## src/rtl/multicycle_control.sv

```systemverilog
// Multicycle MIPS-subset control FSM.
// Moore outputs per state; IF fetch enables are qualified by mem_ready and
// every write enable / strobe is forced low while reset is high.
module multicycle_control (
  input  logic       clk,
  input  logic       reset,
  input  logic [5:0] op,
  input  logic       mem_ready,
  output logic       PCWr,
  output logic       PCWrCond,
  output logic       IorD,
  output logic       IRWr,
  output logic       MemRead,
  output logic       MemWr,
  output logic       RegWr,
  output logic       RegDst,
  output logic       MemtoReg,
  output logic       ALUSrcA,
  output logic [1:0] ALUSrcB,
  output logic [1:0] PCSrc,
  output logic [2:0] ALUop,
  output logic       Extop,
  output logic [3:0] dbg_state,
  output logic       illegal_op
);

  typedef enum logic [3:0] {
    S_IF   = 4'd0,
    S_ID   = 4'd1,
    S_MADR = 4'd2,
    S_MRD  = 4'd3,
    S_MWB  = 4'd4,
    S_MWR  = 4'd5,
    S_REX  = 4'd6,
    S_RWB  = 4'd7,
    S_BEQ  = 4'd8,
    S_JMP  = 4'd9,
    S_IEX  = 4'd10,
    S_IWB  = 4'd11
  } state_t;

  localparam logic [5:0] OP_R     = 6'b000000;
  localparam logic [5:0] OP_LW    = 6'b100011;
  localparam logic [5:0] OP_SW    = 6'b101011;
  localparam logic [5:0] OP_BEQ   = 6'b000100;
  localparam logic [5:0] OP_ORI   = 6'b001101;
  localparam logic [5:0] OP_ADDIU = 6'b001001;
  localparam logic [5:0] OP_J     = 6'b000010;

  state_t     state, next;
  logic [5:0] ir_op;  // opcode captured in ID, so later op wiggles are ignored

  // state register, synchronous reset to IF
  always_ff @(posedge clk) begin
    if (reset) state <= S_IF;
    else       state <= next;
  end

  // hold the opcode seen in ID for the MADR/IEX decode
  always_ff @(posedge clk) begin
    if (reset)            ir_op <= '0;
    else if (state == S_ID) ir_op <= op;
  end

  // next-state and per-state outputs; strobes killed while reset is high
  always_comb begin
    next       = state;
    PCWr       = 1'b0;
    PCWrCond   = 1'b0;
    IorD       = 1'b0;
    IRWr       = 1'b0;
    MemRead    = 1'b0;
    MemWr      = 1'b0;
    RegWr      = 1'b0;
    RegDst     = 1'b0;
    MemtoReg   = 1'b0;
    ALUSrcA    = 1'b0;
    ALUSrcB    = 2'b00;
    PCSrc      = 2'b00;
    ALUop      = 3'b000;
    Extop      = 1'b0;
    illegal_op = 1'b0;
    case (state)
      S_IF: begin
        MemRead = 1'b1;
        ALUSrcB = 2'b01;
        IRWr    = mem_ready;
        PCWr    = mem_ready;
        if (mem_ready) next = S_ID;
      end
      S_ID: begin
        ALUSrcB = 2'b11;
        Extop   = 1'b1;
        case (op)
          OP_LW, OP_SW:     next = S_MADR;
          OP_R:             next = S_REX;
          OP_BEQ:           next = S_BEQ;
          OP_J:             next = S_JMP;
          OP_ORI, OP_ADDIU: next = S_IEX;
          default: begin
            next       = S_IF;
            illegal_op = 1'b1;
          end
        endcase
      end
      S_MADR: begin
        ALUSrcA = 1'b1;
        ALUSrcB = 2'b10;
        Extop   = 1'b1;
        next    = (ir_op == OP_LW) ? S_MRD : S_MWR;
      end
      S_MRD: begin
        MemRead = 1'b1;
        IorD    = 1'b1;
        if (mem_ready) next = S_MWB;
      end
      S_MWB: begin
        RegWr    = 1'b1;
        MemtoReg = 1'b1;
        next     = S_IF;
      end
      S_MWR: begin
        MemWr = 1'b1;
        IorD  = 1'b1;
        if (mem_ready) next = S_IF;
      end
      S_REX: begin
        ALUSrcA = 1'b1;
        ALUop   = 3'b001;
        next    = S_RWB;
      end
      S_RWB: begin
        RegWr  = 1'b1;
        RegDst = 1'b1;
        next   = S_IF;
      end
      S_BEQ: begin
        ALUSrcA  = 1'b1;
        ALUop    = 3'b100;
        PCWrCond = 1'b1;
        PCSrc    = 2'b01;
        next     = S_IF;
      end
      S_JMP: begin
        PCWr  = 1'b1;
        PCSrc = 2'b10;
        next  = S_IF;
      end
      S_IEX: begin
        ALUSrcA = 1'b1;
        ALUSrcB = 2'b10;
        ALUop   = (ir_op == OP_ORI) ? 3'b010 : 3'b000;
        Extop   = (ir_op != OP_ORI);
        next    = S_IWB;
      end
      S_IWB: begin
        RegWr = 1'b1;
        next  = S_IF;
      end
      default: next = S_IF;
    endcase
    if (reset) begin
      PCWr       = 1'b0;
      PCWrCond   = 1'b0;
      IRWr       = 1'b0;
      MemRead    = 1'b0;
      MemWr      = 1'b0;
      RegWr      = 1'b0;
      illegal_op = 1'b0;
    end
  end

  assign dbg_state = state;

endmodule

```

## config.mk

```make
export PLATFORM = sky130hd
export DESIGN_NAME = multicycle_control
export DESIGN_NICKNAME = d
export VERILOG_FILES = /design/src/rtl/multicycle_control.sv
export SDC_FILE = /design/constraint.sdc
export NUM_CORES = 1
export LEC_CHECK = 0
export BUFFER_PORTS_ARGS = -buffer_cell sky130_fd_sc_hd__buf_2
export CORE_MARGIN = 1
export CORE_UTILIZATION = 51
export DETAILED_ROUTE_END_ITERATION = 10
export GPL_ROUTABILITY_DRIVEN = 1
export PLACE_DENSITY_LB_ADDON = 0.3
export RECOVER_POWER = 25
export SLEW_MARGIN = 20
export SYNTH_ARGS = -nofsm -noshare
export SYNTH_HDL_FRONTEND = slang
export SYNTH_SLANG_ARGS = --single-unit
```

## constraint.sdc

```tcl
create_clock -name clk -period 3.1 [get_ports clk]
set_input_delay 0.155 -clock clk [delete_from_list [all_inputs] [get_ports clk]]
set_output_delay 0.155 -clock clk [all_outputs]
set_load 0.02 [all_outputs]
```

* After elaboration in Yosys (flattened, before gate mapping) *
Cells that the tools add are included.
W data, S select, Z words.

cells by class
  eq/ne operators = 23
  muxes and demuxes = 30
  reduce and logical (&&, ||, !) cells = 12

operator list
  cell                  number
  $pmux W4 S7           1
  $pmux W4 S5           1
  $eq A6 B4 Y1 const B  3
  $eq A6 B6 Y1 const B  3
  $mux W1               18
  $eq A4 B3 Y1 const B  4
  $eq A4 B4 Y1 const B  4
  $mux W4               3
  $reduce_or A2 Y1      6
  $pmux W3 S3           1
  $eq A4 B2 Y1 const B  2
  $reduce_or A7 Y1      1
  $eq A6 B2 Y1 const B  1
  $eq A6 B3 Y1 const B  1
  $logic_not A6 Y1      1
  $ne A2 B2 Y1 const B  3
  $ne A6 B4 Y1 const B  1
  $pmux W2 S3           1
  $eq A4 B1 Y1 const B  1
  $logic_not A4 Y1      1
  $pmux W1 S2           2
  $pmux W2 S2           1
  $reduce_or A4 Y1      1
  $mux W3               1
  other kinds (3)       3

word-level totals
  bits in registers = 10
  output and inout bits = 23

* Depth between registers and ports, before layout *
Gate-level depths: netlist of run 1.

  depth after elaboration = 5
  depth in mapped cells = 6
  gate-level depth less buffers = 4

* Worst setup path after synthesis of run 1 *
No wires, ideal clock.

  path type = reg-to-output
  from = reg state[3] (netlist: dbg_state[3])
  to = out PCWr
  arrival = 1738 ps
  setup slack = 1207 ps
  stages on the path, launching flop included = 5
  path buffers = 2
  cells stage by stage = dfxtp_1 > clkbuf_1 > buf_1 > a21oi_1 > nor4_1

on the way
  longest elaborated chain between the ends = 3
  elaborated cells between the ends (all ways) = 4
  classes of those cells = 1 x eq/ne; 2 x mux; 1 x reduce/logical

ends and longest elaborated chain
  item                                                     line  text
  from (decl)                                              50    state_t state, next;
  from (signal assigned)                                   56    else state <= next;
  $eq A4 B4 Y1 / $logic_not A4 Y1 (equally long branches)  83    case (state)
  $pmux W1 S2 *                                            83
  $mux W1 *                                                162   if (reset) begin
  to (decl)                                                9     output logic PCWr,

Every way passes the cells marked *; elsewhere a longest branch is shown, timed or not.

* Worst setup path in the final report of run 1 *
  from = reg state[0] (netlist: dbg_state[0])
  to = out RegWr

on the way
  longest elaborated chain between the ends = 4
  elaborated cells between the ends (all ways) = 6
  classes of those cells = 3 x eq/ne; 2 x mux; 1 x reduce/logical

ends and longest elaborated chain
  item                                                 line  text
  $eq A4 B3 Y1 / $eq A4 B4 Y1 (equally long branches)  83
  $reduce_or A3 Y1 (no line) *                         n/a
  $mux W1 *                                            83
  $mux W1 *                                            162
  to (decl)                                            15    output logic RegWr,

Marked as above.

==> results of run 1 <==
[synth_stat cells (all sizes together) (4+ instances only)]
library cell   n
nand2          8
mux2i          6
nand2b         7
a21oi          7
nor2          18
nor3b          4
dfxtp         10
nor3          12
clkbuf         5
buf            6
[critical path: cells and delay by family, from the launching register on]
family	cells	cell delay, ps
buffers and inverters	2	290
AOI/OAI and AO/OA	1	360
DFF	1	680
and+or+nand+nor	2	430
[metal layers]
| layer | wire (um) | global-route usage | vias up |
|---|---|---|---|
| met3 | 128 | 0.0172 | 5 |
| met4 | 42 | 0.131 | 0 |
| met1 | 904 | 0.315 | 399 |
| li1 | - | - | 464 |
| met5 | 0 | 0 | - |
| met2 | 906 | 0.369 | 36 |
[logic make-up after synthesis]
| kind of cell | after synthesis | synth area share |
|---|---|---|
| buffers and inverters | 13 | 0.0655 |
| AND/OR/NAND/NOR | 63 | 0.414 |
| XOR/XNOR | 1 | 0.0107 |
| flip-flops | 10 | 0.244 |
| AO/OA/AOI/OAI | 22 | 0.193 |
| multiplexers | 6 | 0.0731 |
[power by group through the flow]
stage / sequential (W) / clock (W) / combinational, W
detailed placement: 0.000145 / 0 / 0.0000692
CTS: 0.000142 / 0.000123 / 0.0000695
floorplan: 0.000141 / 0 / 0.0000506
global route: 0.000143 / 0.000125 / 0.0000762
finish: 0.000142 / 0.000120 / 0.0000696
global placement: 0.000144 / 0 / 0.0000680
[sequential cells by signal (all words and copies together) (netlist names)]
name and count:
ir_op 6, dbg_state 4
[final timing paths]
path,end,slack [ps],cells past startpoint
max,RegWr,920,5
max reg2reg,ir_op[3]$_SDFFE_PP0P_,1250,4
min reg2reg,ir_op[0]$_SDFFE_PP0P_,500,2
min,dbg_state[1]$_SDFFE_PP0P_,160,2
[area by class of cell]
class,count,area (um^2)
well taps,16,20.0
flip-flops and latches,10,200
multi-input cells,92,568
repair buffers,31,149
fillers,140,526
clock buffers,4,36.3
inverters,2,7.51
[through the flow]
stage	hold WS, ps	setup slack [ps]
after floorplan	272	1210
after global placement	427	1300
after detailed placement	430	1240
after CTS	140	938
after global routing	159	797
final	165	920
==> results.md, run 1 <==
- The run finished with clean final reports.
- The count of state elements after synthesis is 10.
- The remaining routing DRC violations is 0.
- After layout, the design draws a total of 0.000331 W.
- The overall fraction of global-route tracks in use is 0.234.
- Yosys mapped the design onto 37 distinct sky130hd cell types.
- On the critical path, the stage with the largest delay is an instance of sky130_fd_sc_hd__dfxtp_1.
- Summed over all nets, the half-perimeter wirelength after detailed placement is 1400 um.
- The highest fanout seen on the critical path is 20.
- In this run, placement finished with an instance count of 151.
- At the end of the flow the core is filled with cells to 0.651.
- The average detailed-routed wire length per instance is 12.8 um.
- Synthesis produced a netlist whose cell count is 115.
- By area the synthesized netlist is led by sky130_fd_sc_hd__dfxtp_1 24%, sky130_fd_sc_hd__nor2_1 8.2%, sky130_fd_sc_hd__mux2i_1 7.3%.
- The longest clock path from root to sink contains 2 buffers.
- The number of hold buffers added after CTS is 0.
- During I/O placement, the number of pins put on the boundary was 32.
- Of the total power, the share spent switching nets is 0.298.
- Adding up every negative setup slack in the final design gives 0 ps.
- The filler-free cell count of the finished design is 155.
- The final number of hold-violating endpoints is 0.
- The reg-to-reg critical path startpoint is dbg_state[0]$_SDFFE_PP0P_.
- Of the total power, registers draw 0.428.
- The clock root buffer is sky130_fd_sc_hd__clkbuf_4.
- In this run the core area contains 14 standard-cell rows.
- The worst path required time is 2940 ps.
- Counting every net in the synthesized netlist gives 124.
- Yosys printed 0 warnings.
- The detail route stage leaves a number of antenna-violating nets equal to 0.
- The post-route cell area is 981 um^2.
- For this design the ratio of total power to cell area is 338 nW/um^2.
- The number of buffers created by CTS is 3.
- Clock-pin slew was measured on the worst setup and hold paths at 70 ps.
- For the worst-skew pair, the clock arrives at the later sink with an insertion delay of 270 ps.
- In the final layout, the share of cells above drive strength 1 is 0.252.
- The via count is 904.
- TritonCTS built the clock tree.
- CTS saw 10 sinks.
- At the pin with the least slew margin, the transition time is 707 ps.
- Setup repair after global routing left no endpoint under its margin.
- The first element of the critical path is dbg_state[0]$_SDFFE_PP0P_.
- The launch point of the worst hold path is op[4].
- The tightest slew margin relative to the limit is 0.528.
- The most frequent standard cell in the layout excluding fill and tap cells is sky130_fd_sc_hd__buf_2.
- The quantity of gates resized following cts is 0.
- The biggest area contributor in the post-synthesis netlist is sky130_fd_sc_hd__dfxtp_1.
- The die outline width is 42.1 um.
- Setup violations remaining at the end of the flow were counted as 0.
- For the final database, setup skew stands at 5.35 ps.
- CTS built an H-tree with a depth of 1.
- The overall die area is 1780 um^2.
- In the synthesized netlist the dominant register cell turns out to be sky130_fd_sc_hd__dfxtp_1.
- The share of synthesized registers carrying an async set or reset is 0.
- The number of maximum-capacitance constraint violations is 0.
- The clock period minus worst slack is 2180 ps.
- Of the synthesized area, sequential elements account for 0.244.
- The maximum operating frequency is 459 MHz.
- The number of global-route vias before repair is 729.
- The peak ir drop on the vdd network is 347 uV.
- The initial utilization of the core area, before any placement, comes to 0.546.
- The first TritonRoute pass finished after 5 iterations.
- The number of antenna violations at the first check in global routing is 0.
- The first global-routing pass estimated 3250 um of wire.
- The class of the worst hold path is in2reg.
- The power share of the combinational group is 0.210.
- In this run the tool buffered the top-level ports with 31 buffer cells.
- From synthesis to final layout, the design area changed by 19.3%.
- The signal on the critical path passes through nand2b_1, inv_1, o32a_1, nor2_1, buf_2.
- The clock network power share is 0.362.
- The sort of element at the start of the critical path is a flop.
- The post-CTS setup-driven buffer insertion count is 0.
- For this run the aggregate overflow at the end of global routing stands at 0.
- The cell area after placement is 951 um^2.
- The area share of the leading cell type in the synthesized netlist is 0.244.
- After the first detailed-routing iteration, the DRC count stood at 13.
- The cell area that synthesis handed to floorplanning was 822 um^2.
- Using the TritonRoute via totals, the vias-per-cell ratio works out to 5.83.
- The die height is 42.1 um.
- The core region is 1510 um^2.
- At the end of routability-driven placement, the weighted congestion stood at 0.844.
- Data arrives at the worst endpoint at 2030 ps.
- The antenna diode instance count is 0.
- In this run, synthesis inferred 0 flip-flops with an integrated enable.
- The net load switching power is 0.0000988 W.
- Summed over all cells, the static leakage comes to 0.411 nW.
- STA classifies the critical path endpoint as an output pin.
- Leaving out fill and tap cells, the most frequent cells in the layout are 26 x sky130_fd_sc_hd__buf_2, 18 x sky130_fd_sc_hd__nor2_1, 10 x sky130_fd_sc_hd__nor3_1, 10 x sky130_fd_sc_hd__dfxtp_1, 8 x sky130_fd_sc_hd__nand2_1.
- By startpoint and endpoint, the worst setup path is classified as reg2out.
- The post-route fraction of the period consumed by the critical path is 0.703.
- The layout net count is 149.
- Averaged over all synthesized cells, the footprint is 7.15 um^2.
- Cell internal power was estimated by the tool at 0.000233 W.
- After detailed routing, the total wire length is 1980 um.
- The final number of max-transition violations came to 0.
- On the worst path, the slowest cell contributes a delay of 680 ps.
- The maximum number of pins on one net before global-route repair is 22.
No activity file was read; power rests on OpenSTA's default activity.
==> inputs of run 2 (changes only) <==
--- a/config.mk
+++ b/config.mk
@@ -7,7 +7,7 @@
 export LEC_CHECK = 0
 export BUFFER_PORTS_ARGS = -buffer_cell sky130_fd_sc_hd__buf_2
 export CORE_MARGIN = 1
-export CORE_UTILIZATION = 51
+export CORE_UTILIZATION = 43
 export DETAILED_ROUTE_END_ITERATION = 10
 export GPL_ROUTABILITY_DRIVEN = 1
 export PLACE_DENSITY_LB_ADDON = 0.3
==> constraint.sdc (replaced) <==
create_clock -name clk -period 1.8 [get_ports clk]
set_input_delay 0.09 -clock clk [delete_from_list [all_inputs] [get_ports clk]]
set_output_delay 0.09 -clock clk [all_outputs]
set_load 0.02 [all_outputs]
==> run 2 against run 1 <==
Clock power is 75% higher. Cell area up 8.0%. Setup slack got worse by 750 ps. Final cell count up 10%. Via count grew 3.2%. Flip-flop and latch count is the same. Clock-buffer cell count is the same. Critical path depth is 1 lower. First-iteration DRC count rose by 85%. Sequential share of layout area is 1.4 points lower. Sequential power is 68% higher. Die area up 18%. Highest routed layer unchanged.
==> results.md, run 2 (same netlist as run 1, synthesis figures left out) <==
- The data arrival at the endpoint of the critical path is 1540 ps (-490 ps).
- The setup slack after layout is 174 ps (-746 ps).
- The cell with the largest stage delay on the worst path is sky130_fd_sc_hd__dfxtp_2.
- The slew at the pin with the worst max-slew slack is 481 ps (-226 ps).
- The worst setup timing slack at the placement stage is 369 ps (-874 ps).
- The clock network power share is 0.361 (about the same).
- The wire length of the first global-routing pass is 3070 um (-5.5%).
- The area of the core region came to 1760 um^2 (+17%).
- The die outline width is 45.7 um (+8.5%).
- Among cell families on the critical path, the largest total delay comes from flip-flops.
- The class of the worst hold path is in2reg.
- The weighted congestion reported at the end of routability-driven placement is 0.809 (-4.1%).
- The highest fanout seen on the critical path is 11 (-45%).
- The number of flip-flops in the largest register was 6 (unchanged).
- By startpoint and endpoint, the worst setup path is classified as reg2out.
- The largest incremental delay on the critical path was 430 ps (-250 ps).
- The layout net count was 156 (+4.7%).
- The total overflow reported by the global router came to 0 (unchanged).
- The portion of total power attributed to sequential cells was 0.409 (-0.019).
- The flow ran to the end, and the final reports show no timing, DRC or antenna violations.
- The top cell types in the final layout, fill and taps aside, are 28 x sky130_fd_sc_hd__buf_2, 18 x sky130_fd_sc_hd__nor2_1, 9 x sky130_fd_sc_hd__nor3_1, 9 x sky130_fd_sc_hd__dfxtp_1, 8 x sky130_fd_sc_hd__nand2_1.
- The clock period minus worst slack is 1630 ps.
- STA classifies the critical path endpoint as an output pin.
- The worst path required time is 1710 ps (-1230 ps).
- The register bank with the most flops is ir_op.
- The post-route antenna net violation count was 0 (unchanged).
- The post-route cell area was 1060 um^2 (+8.0%).
- The worst clock skew on the final layout came to 0.225 ps (-5.12 ps).
- The total number of clock tree sinks is 10 (unchanged).
- The antenna diode instance count is 0 (unchanged).
- The number of buffers created by CTS is 3 (unchanged).
- Of the available clock period, the critical path in the final layout requires 0.904.
- The number of global-route vias before repair was 676 (-7.3%).
- The overall die area was 2090 um^2 (+18%).
- In this run the clock root is driven by a sky130_fd_sc_hd__clkbuf_4.
- The number of antenna violations at the first check in global routing is 0 (unchanged).
- The static leakage power is 0.460 nW (+12%).
- The number of rows created at floorplan is 15 (+1).
- The overall fraction of global-route tracks in use was 0.211 (-0.0230).
- The utilization after layout came to 0.601 (-0.0505).
- The area added between synthesis and finish is 28.9%.
- The routed metal-1 wire length came to 978 um (+8.2%).
- The number of buffers between clock root and the deepest sink is 2 (unchanged).
- The clock slew at the register clock pins of the worst setup and hold paths is 70 ps (about the same).
- The maximum number of pins on one net before global-route repair was 17 (-23%).
- The internal power summed over all cells was 0.000406 W (+74%).
- The post-DP HPWL is 1570 um (+12%).
- The combined buffer and inverter count along the critical path was 1 (-1).
- The number of maximum-capacitance constraint violations is 0 (unchanged).
- The switching part of the total power was 0.302 (+0.00359).
- The share of final-layout standard cells stronger than drive strength 1 is 0.322 (+0.0701).
- The routed via count divided by cell count is 5.46 (-6.4%).
- The via count is 933 (+3.2%).
- The total power divided by cell area is 548 nW/um^2 (+62%).
- The peak ir drop on the vdd network is 452 uV (+30%).
- The die height is 45.7 um (+8.5%).
- The net load switching power is 0.000175 W (+77%).
- Timing would allow up to 615 MHz.
- Routed signal wires occupy layers up through met4.
- The total negative setup slack was 0 ps (unchanged).
- The tightest slew margin relative to the limit is 0.675 (+0.147).
- The count of input and output buffers is 31 (unchanged).
- The initial core utilization is 0.466 (-0.0797).
- The routed wire length on met2 is 997 um (+10%).
- The setup-violating endpoint count in the final report is 0 (unchanged).
- The remaining routing DRC violations is 0 (unchanged).
- The clock insertion delay at the later pin of the skew report is 270 ps (about the same).
- The met3 wire length came to 112 um (-13%).
- The first-pass iteration count of the detailed router was 4 (-1).
- The total length of routed wires was 2100 um (+6.0%).
- The number of fill cells in the layout is 190 (+36%).
- The count of H-tree levels built during CTS is 1 (unchanged).
- The most frequent standard cell in the layout excluding fill and tap cells is sky130_fd_sc_hd__buf_2.
- TritonCTS built the clock tree.
- The average detailed-routed wire length per instance is 12.3 um (-4.0%).
- The cell area after placement was 1020 um^2 (+7.4%).
- The worst setup path is launched from a flop.
- The post-CTS setup-driven buffer insertion count is 0 (unchanged).
- The number of top-level design ports was 32 (unchanged).
- The final number of max-transition violations is 0 (unchanged).
- Setup repair after global routing left no endpoint under its margin.
- The first-iteration detailed-routing DRC count is 24 (+11).
- The final number of hold-violating endpoints is 0 (unchanged).
- The power share of the combinational group is 0.229 (+0.019).
- The critical path goes through and2b_1, o32a_1, nor2_1, buf_2.
## run 2: cell count changes in the layout (fill, tap and decap cells not counted), sizes merged
cell and change:
buf +9, clkbuf -2
## run 2: worst paths after layout
| path | start | cells after the start | to | slack (ps) |
|---|---|---|---|---|
| max | dbg_state[1]$_SDFFE_PP0P_ | 4 | RegWr | 170 |
| min | op[4] | 2 | dbg_state[1]$_SDFFE_PP0P_ | 110 |
| max reg2reg | dbg_state[3]$_SDFFE_PP0P_ | 4 | ir_op[1]$_SDFFE_PP0P_ | 360 |
| min reg2reg | ir_op[0]$_SDFFE_PP0P_ | 2 | ir_op[0]$_SDFFE_PP0P_ | 500 |
## run 2: cell type report
cell class | count | area [um^2] | share of cell area
clock buffers | 4 | 36.3 | 0.0342
inverters | 2 | 7.51 | 0.00708
multi-input cells | 92 | 579 | 0.547
flip-flops and latches | 10 | 201 | 0.190
well taps | 25 | 31.3 | 0.0295
repair buffers | 38 | 204 | 0.192
## run 2: metrics by stage
step,power [W],hold slack [ps],instances
floorplan,0.000330,207,115
CTS,0.000583,116,171
finish,0.000581,112,171
detailed placement,0.000375,400,167
global placement,0.000373,398,167
global route,0.000609,117,171
## run 2: per-layer routing
metal / vias up / global-route usage
li1: 480 / -
met2: 32 / 0.326
met4: 0 / 0.0882
met5: - / 0
met1: 419 / 0.281
met3: 2 / 0.0476
## run 2: power groups by stage
stage                     Sequential, W  Clock [W]  Combinational, W
final                          0.000238   0.000210          0.000133
after global routing           0.000239   0.000224          0.000146
after CTS                      0.000238   0.000212          0.000133
after detailed placement       0.000243          0          0.000132
after global placement         0.000243          0          0.000131
after floorplan                0.000243          0         0.0000879
## run 2: repair_timing
| action | 4_1_cts | 5_1_grt |
|---|---|---|
| hold buffers | 0 | 0 |
| setup endpoints to repair | 0 | 2 |
| resized for setup | 0 | 2 |
